===== src/rtl/mem_port_arbiter.sv =====
`default_nettype none
// +--------------------------------------------------------------------------+
// | mem_port_arbiter                                                         |
// | Shares one memory port between instruction fetch and load/store; one     |
// | transaction outstanding. Optional byte-enable legality check is enabled  |
// | by defining MEM_ARB_BE_CHECK_EN.                                         |
// | Revision: 1.0                                                            |
// +--------------------------------------------------------------------------+
module mem_port_arbiter #(
  parameter int N          = 32,
  parameter int AW         = 32,
  parameter int STARVE_MAX = 4
) (
  input  logic          i_clk,
  input  logic          i_rst_n,
  input  logic          i_if_req,
  input  logic [AW-1:0] i_if_addr,
  output logic          o_if_gnt,
  output logic          o_if_rvalid,
  output logic [N-1:0]  o_if_rdata,
  input  logic          i_d_req,
  input  logic          i_d_we,
  input  logic [AW-1:0] i_d_addr,
  input  logic [3:0]    i_d_be,
  input  logic [N-1:0]  i_d_wdata,
  output logic          o_d_gnt,
  output logic          o_d_rvalid,
  output logic [N-1:0]  o_d_rdata,
  output logic          o_d_err,
  output logic          o_mem_req,
  output logic          o_mem_we,
  output logic [AW-1:0] o_mem_addr,
  output logic [3:0]    o_mem_be,
  output logic [N-1:0]  o_mem_wdata,
  input  logic          i_mem_ready,
  input  logic          i_mem_rvalid,
  input  logic [N-1:0]  i_mem_rdata
);
  localparam logic [1:0] ST_IDLE      = 2'd0;
  localparam logic [1:0] ST_ISSUE     = 2'd1;
  localparam logic [1:0] ST_WAIT_RESP = 2'd2;
  localparam logic       OWN_IF       = 1'b0;
  localparam logic       OWN_D        = 1'b1;
  localparam logic [3:0] STARVE_LIMIT = 4'(STARVE_MAX);

  logic [1:0]    state_q, state_d;
  logic          owner_q, owner_d;
  logic [3:0]    starve_q, starve_d;
  logic          err_q, err_d;
  logic          mem_we_q, mem_we_d;
  logic [AW-1:0] mem_addr_q, mem_addr_d;
  logic [3:0]    mem_be_q, mem_be_d;
  logic [N-1:0]  mem_wdata_q, mem_wdata_d;
  logic          if_win, d_win, be_bad, resp;

`ifdef MEM_ARB_BE_CHECK_EN
  always_comb begin
    case (i_d_be)
      4'b0001, 4'b0010, 4'b0100, 4'b1000,
      4'b0011, 4'b1100, 4'b1111: be_bad = 1'b0;
      default:                   be_bad = 1'b1;
    endcase
  end
  assign o_d_err = (state_q == ST_WAIT_RESP) && err_q;
`else
  assign be_bad  = 1'b0;
  assign o_d_err = 1'b0;
`endif

  // Data wins unless fetch has been passed over STARVE_MAX times in a row.
  always_comb begin
    if_win = 1'b0;
    d_win  = 1'b0;
    if (state_q == ST_IDLE && i_rst_n) begin
      if (i_if_req && (!i_d_req || starve_q == STARVE_LIMIT)) if_win = 1'b1;
      else if (i_d_req)                                        d_win  = 1'b1;
    end
  end

  always_ff @(posedge i_clk or negedge i_rst_n) begin
    if (!i_rst_n) begin
      state_q     <= ST_IDLE;
      owner_q     <= OWN_IF;
      starve_q    <= '0;
      err_q       <= 1'b0;
      mem_we_q    <= 1'b0;
      mem_addr_q  <= '0;
      mem_be_q    <= '0;
      mem_wdata_q <= '0;
    end else begin
      state_q     <= state_d;
      owner_q     <= owner_d;
      starve_q    <= starve_d;
      err_q       <= err_d;
      mem_we_q    <= mem_we_d;
      mem_addr_q  <= mem_addr_d;
      mem_be_q    <= mem_be_d;
      mem_wdata_q <= mem_wdata_d;
    end
  end

  always_comb begin
    state_d     = state_q;
    owner_d     = owner_q;
    starve_d    = starve_q;
    err_d       = err_q;
    mem_we_d    = mem_we_q;
    mem_addr_d  = mem_addr_q;
    mem_be_d    = mem_be_q;
    mem_wdata_d = mem_wdata_q;
    case (state_q)
      ST_IDLE: begin
        if (!i_if_req) starve_d = '0;
        if (if_win) begin
          owner_d     = OWN_IF;
          starve_d    = '0;
          err_d       = 1'b0;
          mem_we_d    = 1'b0;
          mem_addr_d  = i_if_addr;
          mem_be_d    = 4'b1111;
          mem_wdata_d = '0;
          state_d     = ST_ISSUE;
        end else if (d_win) begin
          owner_d = OWN_D;
          if (i_if_req && starve_q != STARVE_LIMIT) starve_d = starve_q + 4'd1;
          err_d = be_bad;
          // An illegal pattern never reaches the bus; it completes locally.
          if (be_bad) begin
            state_d = ST_WAIT_RESP;
          end else begin
            mem_we_d    = i_d_we;
            mem_addr_d  = i_d_addr;
            mem_be_d    = i_d_be;
            mem_wdata_d = i_d_wdata;
            state_d     = ST_ISSUE;
          end
        end
      end
      ST_ISSUE: begin
        if (i_mem_ready) state_d = mem_we_q ? ST_IDLE : ST_WAIT_RESP;
      end
      ST_WAIT_RESP: begin
        if (err_q || i_mem_rvalid) begin
          err_d   = 1'b0;
          state_d = ST_IDLE;
        end
      end
      default: state_d = ST_IDLE;
    endcase
  end

  always_comb begin
    resp        = (state_q == ST_WAIT_RESP) && !err_q && i_mem_rvalid;
    o_mem_req   = (state_q == ST_ISSUE);
    o_if_rvalid = resp && (owner_q == OWN_IF);
    o_if_rdata  = (resp && owner_q == OWN_IF) ? i_mem_rdata : '0;
    o_d_rvalid  = (resp && owner_q == OWN_D) || ((state_q == ST_WAIT_RESP) && err_q);
    o_d_rdata   = (resp && owner_q == OWN_D) ? i_mem_rdata : '0;
  end

  assign o_if_gnt    = if_win;
  assign o_d_gnt     = d_win;
  assign o_mem_we    = mem_we_q;
  assign o_mem_addr  = mem_addr_q;
  assign o_mem_be    = mem_be_q;
  assign o_mem_wdata = mem_wdata_q;
endmodule
`default_nettype wire


===== config.mk =====
export PLATFORM = sky130hd
export DESIGN_NAME = mem_port_arbiter
export DESIGN_NICKNAME = d
export VERILOG_FILES = /design/src/rtl/mem_port_arbiter.sv
export SDC_FILE = /design/constraint.sdc
export NUM_CORES = 1
export LEC_CHECK = 0
export ABC_AREA = 1
export BUFFER_PORTS_ARGS = -buffer_cell sky130_fd_sc_hd__buf_4
export CORE_AREA = 2 2 107 109
export DETAILED_ROUTE_END_ITERATION = 8
export DIE_AREA = 0 0 109 111
export PLACE_DENSITY_LB_ADDON = 0.15
export SLEW_MARGIN = 20
export SYNTH_ARGS = -nofsm -noshare
export SYNTH_HDL_FRONTEND = slang
export SYNTH_SLANG_ARGS = --single-unit

===== constraint.sdc =====
create_clock -name i_clk -period 1.6 [get_ports i_clk]
set_input_delay 0.16 -clock i_clk [delete_from_list [all_inputs] [get_ports i_clk]]
set_output_delay 0.16 -clock i_clk [all_outputs]
set_load 0.05 [all_outputs]

==> flow_summary.toml <==
[outcome]
status = "finished, violations left"
failed_checks = "setup timing"

[final_layout]
multi_input_area_mm2 = 0.002170
antenna_cells = 0
fill_cells = 762
final_cell_count_no_fill = 908
layout.area.seq_mm2 = 0.001903
final_nets = 901
areaGrowthSynthToFinish_pct = 116.8
drive_above_1_share = 0.6196

[logic_synthesis]
synth_top_area_share = 0.5108
yosysTopAreaCell = "dfrtp_1"
syn_avg_cell_area_um2 = 8.424
synth_seq_area_share = 0.5108
synthCells = 442
synthFlopType = "dfrtp_1"
ys_warn_count = 0
synth-edff-count = 0
synth.distinct_cells = 28
synth_most_common_cell = "nand2_1"
synth.area.top_cells = "dfrtp_1 (51%), nand3_1 (9.7%), nand2_1 (8.6%)"
netlist_area_mm2 = 0.003724
synth_common_cells = "nand2_1 (85), dfrtp_1 (76), nand3_1 (72)"
ys_seq_elements = 76
async_flop_share = 1.000
syn_nets = 583

[clock_tree]
clock_latency_ps = 340
cts_tree = "built"
htreeDepth = 3
cts_buffer_depth = 2
clock_sinks = 76
cts_buffers = 9
path_clk_slew_ps = 60
clock-root-buffer = "clkbuf_16"

[floorplanning]
rows = 39
die-area_mm2 = 0.01210
io-pin-count = 278
die_w_um = 109
core_area_mm2 = 0.01108
die_y_um = 111
initial_core_util = 0.3362

[timing]
fin_setup_tns_ps = -8586
rsz0062_at_grt = "true"
finalCritPeriodShare = 1.093
tightestPinTransition_ps = 967.1
maxSlewHeadroom = 0.3552
layout_setup_ws_ps = -149.1
maxSlewViolCount = 0
finalSetupViolCount = 104
holdWs_ps = 27.95
period_minus_slack_ps = 1749
finClkSkew_ps = 13.01
fmaxAchievable_mhz = 571.7
finalHoldViolCount = 0

[drt]
vias_per_cell = 4.917
num_vias = 4465
postRouteWirelength_mm = 15.72
antenna_left = 0
drtPass1Iterations = 4
drc = 0
wl_per_cell_um = 17.31
first_iter_violations = 284

[grt]
grt_util_all_layers = 0.2192
grt-ovfl-total = 0
grt_pass1_wl_mm = 20.82
grt_max_degree = 77
grt_pass1_vias = 4283
grt_antenna_before_repair = 0

[power]
p_leak_nw = 4.069
vdd_drop_max_mv = 1.465
power.total_mw = 14.65
p_per_area_mw_per_mm2 = 1814

[setup_path]
critical_path.slowest_cell = "dfrtp_1"
critPathArrivalTime_ps = 1590
critPathCaptureType = "output port"
critPathLaunchType = "flop"
crit_top_cell = "nor2_4"
crit_type = "reg2out"
cp_cell_sequence = "inv_2, nand3_4, nor2_4, inv_6, buf_16, nor2_4, buf_8"
crit_family = "buffers and inverters"
crit_required_ps = 1440
critPathMaxFanout = 9
cpPeakStageDelay_ps = 400
critPathBufInv = 4

[placement]
dp.cells = 849
pre_cts_ws_ps = 7.474
routabilityCongestion = 0.7715
dpl.hpwl_mm = 9.772
port_buffers = 276

[job]
cap_viol_max_count = 0

[min_path]
min_path_type = "in2reg"
[flip-flops by register name, indices dropped and copies added (netlist names)]
name / count
o_mem_addr: 32
o_mem_be: 4
o_mem_wdata: 32
o_mem_we: 1
owner_q: 1
starve_q: 4
state_q: 2
[worst paths after layout]
kind	start	slack, ps	cells past startpoint	endpoint
worst max-delay path	state_q[0]	-150	7	o_d_rdata[22]
worst min register to register	o_mem_addr[1]	500	2	o_mem_addr[1]
worst max register to register	state_q[0]	-70	9	o_mem_wdata[21]
max in group asynchronous	i_rst_n	840	2	state_q[1]
worst min-delay path	i_if_addr[28]	30	3	o_mem_addr[28]
min in group asynchronous	i_rst_n	100	2	o_mem_addr[27]
[logic make-up (layout without fill, tap and decap cells)]
family,after synthesis,count (layout),share of synthesized area
simple gates,240,240,0.2853
buf+inv,80,402,0.1008
flops,76,76,0.5108
compound gates,42,43,0.09307
fa+ha+maj,2,2,0.006719
other cells,1,1,0.001007
xor+xnor,1,1,0.002353
[final cells by class]
class                           count  share of cell area
Clock buffer                        9             0.02789
Clock inverter                      7            0.009918
Inverter                           53             0.02712
Multi-Input combinational cell    287              0.2687
Sequential cell                    76              0.2357
Tap cell                          143             0.02216
Timing Repair Buffer              332              0.4077
Timing Repair inverter              1           0.0007748
[through the flow]
| step | cell area, µm² | util |
|---|---|---|
| floorplan | 4284 | - |
| global placement | 6529 | 0.5894 |
| detailed placement | 6529 | 0.5894 |
| CTS | 7273 | 0.6566 |
| global route | 8074 | 0.7289 |
| finish | 8074 | 0.7289 |
[where the power goes]
group	leakage (nW)	internal [mW]	switching [mW]
registers	0.960	2.84	0.653
clock network	0.143	1.23	0.859
logic	2.97	3.31	5.76
total	4.07	7.38	7.27
[tightest hold or removal path, delay by kind of cell]
kind,cells,cell delay (ps)
and+or+nand+nor,2,110
buffers and inverters,1,80
[cell usage in the layout (no fill, tap or decap), types with 2 or more instances in the layout]
cell	netlist	final
inv_4	0	4
clkbuf_16	0	23
inv_2	4	3
nor2_4	2	65
a22o_1	33	33
nor3_1	2	2
o21ai_4	0	2
nand2_4	1	8
nand3_1	72	52
nand3_4	1	3
inv_6	1	5
clkinvlp_4	0	2
dfrtp_1	76	75
o22ai_2	0	4
nand2_2	4	8
nand3_2	0	18
nor2_2	0	3
nor2_1	70	4
nand2_1	85	74
buf_12	0	9
buf_6	5	61
inv_1	48	45
buf_16	0	2
buf_8	0	23
buf_4	2	223
[routing by layer]
metal	part of all wire	track usage
met3	0.077	0.04879
met2	0.53	0.3971
met4	0.032	0.09487
met1	0.36	0.2398
met5	0	0
[what timing repair did]
action	CTS	global route
gates cloned	3	21
gates resized for setup	81	76
setup endpoints to repair	66	122
hold buffers	0	0
buffers inserted	11	8
pin swaps	8	36
(Power assumes the default switching activity.)
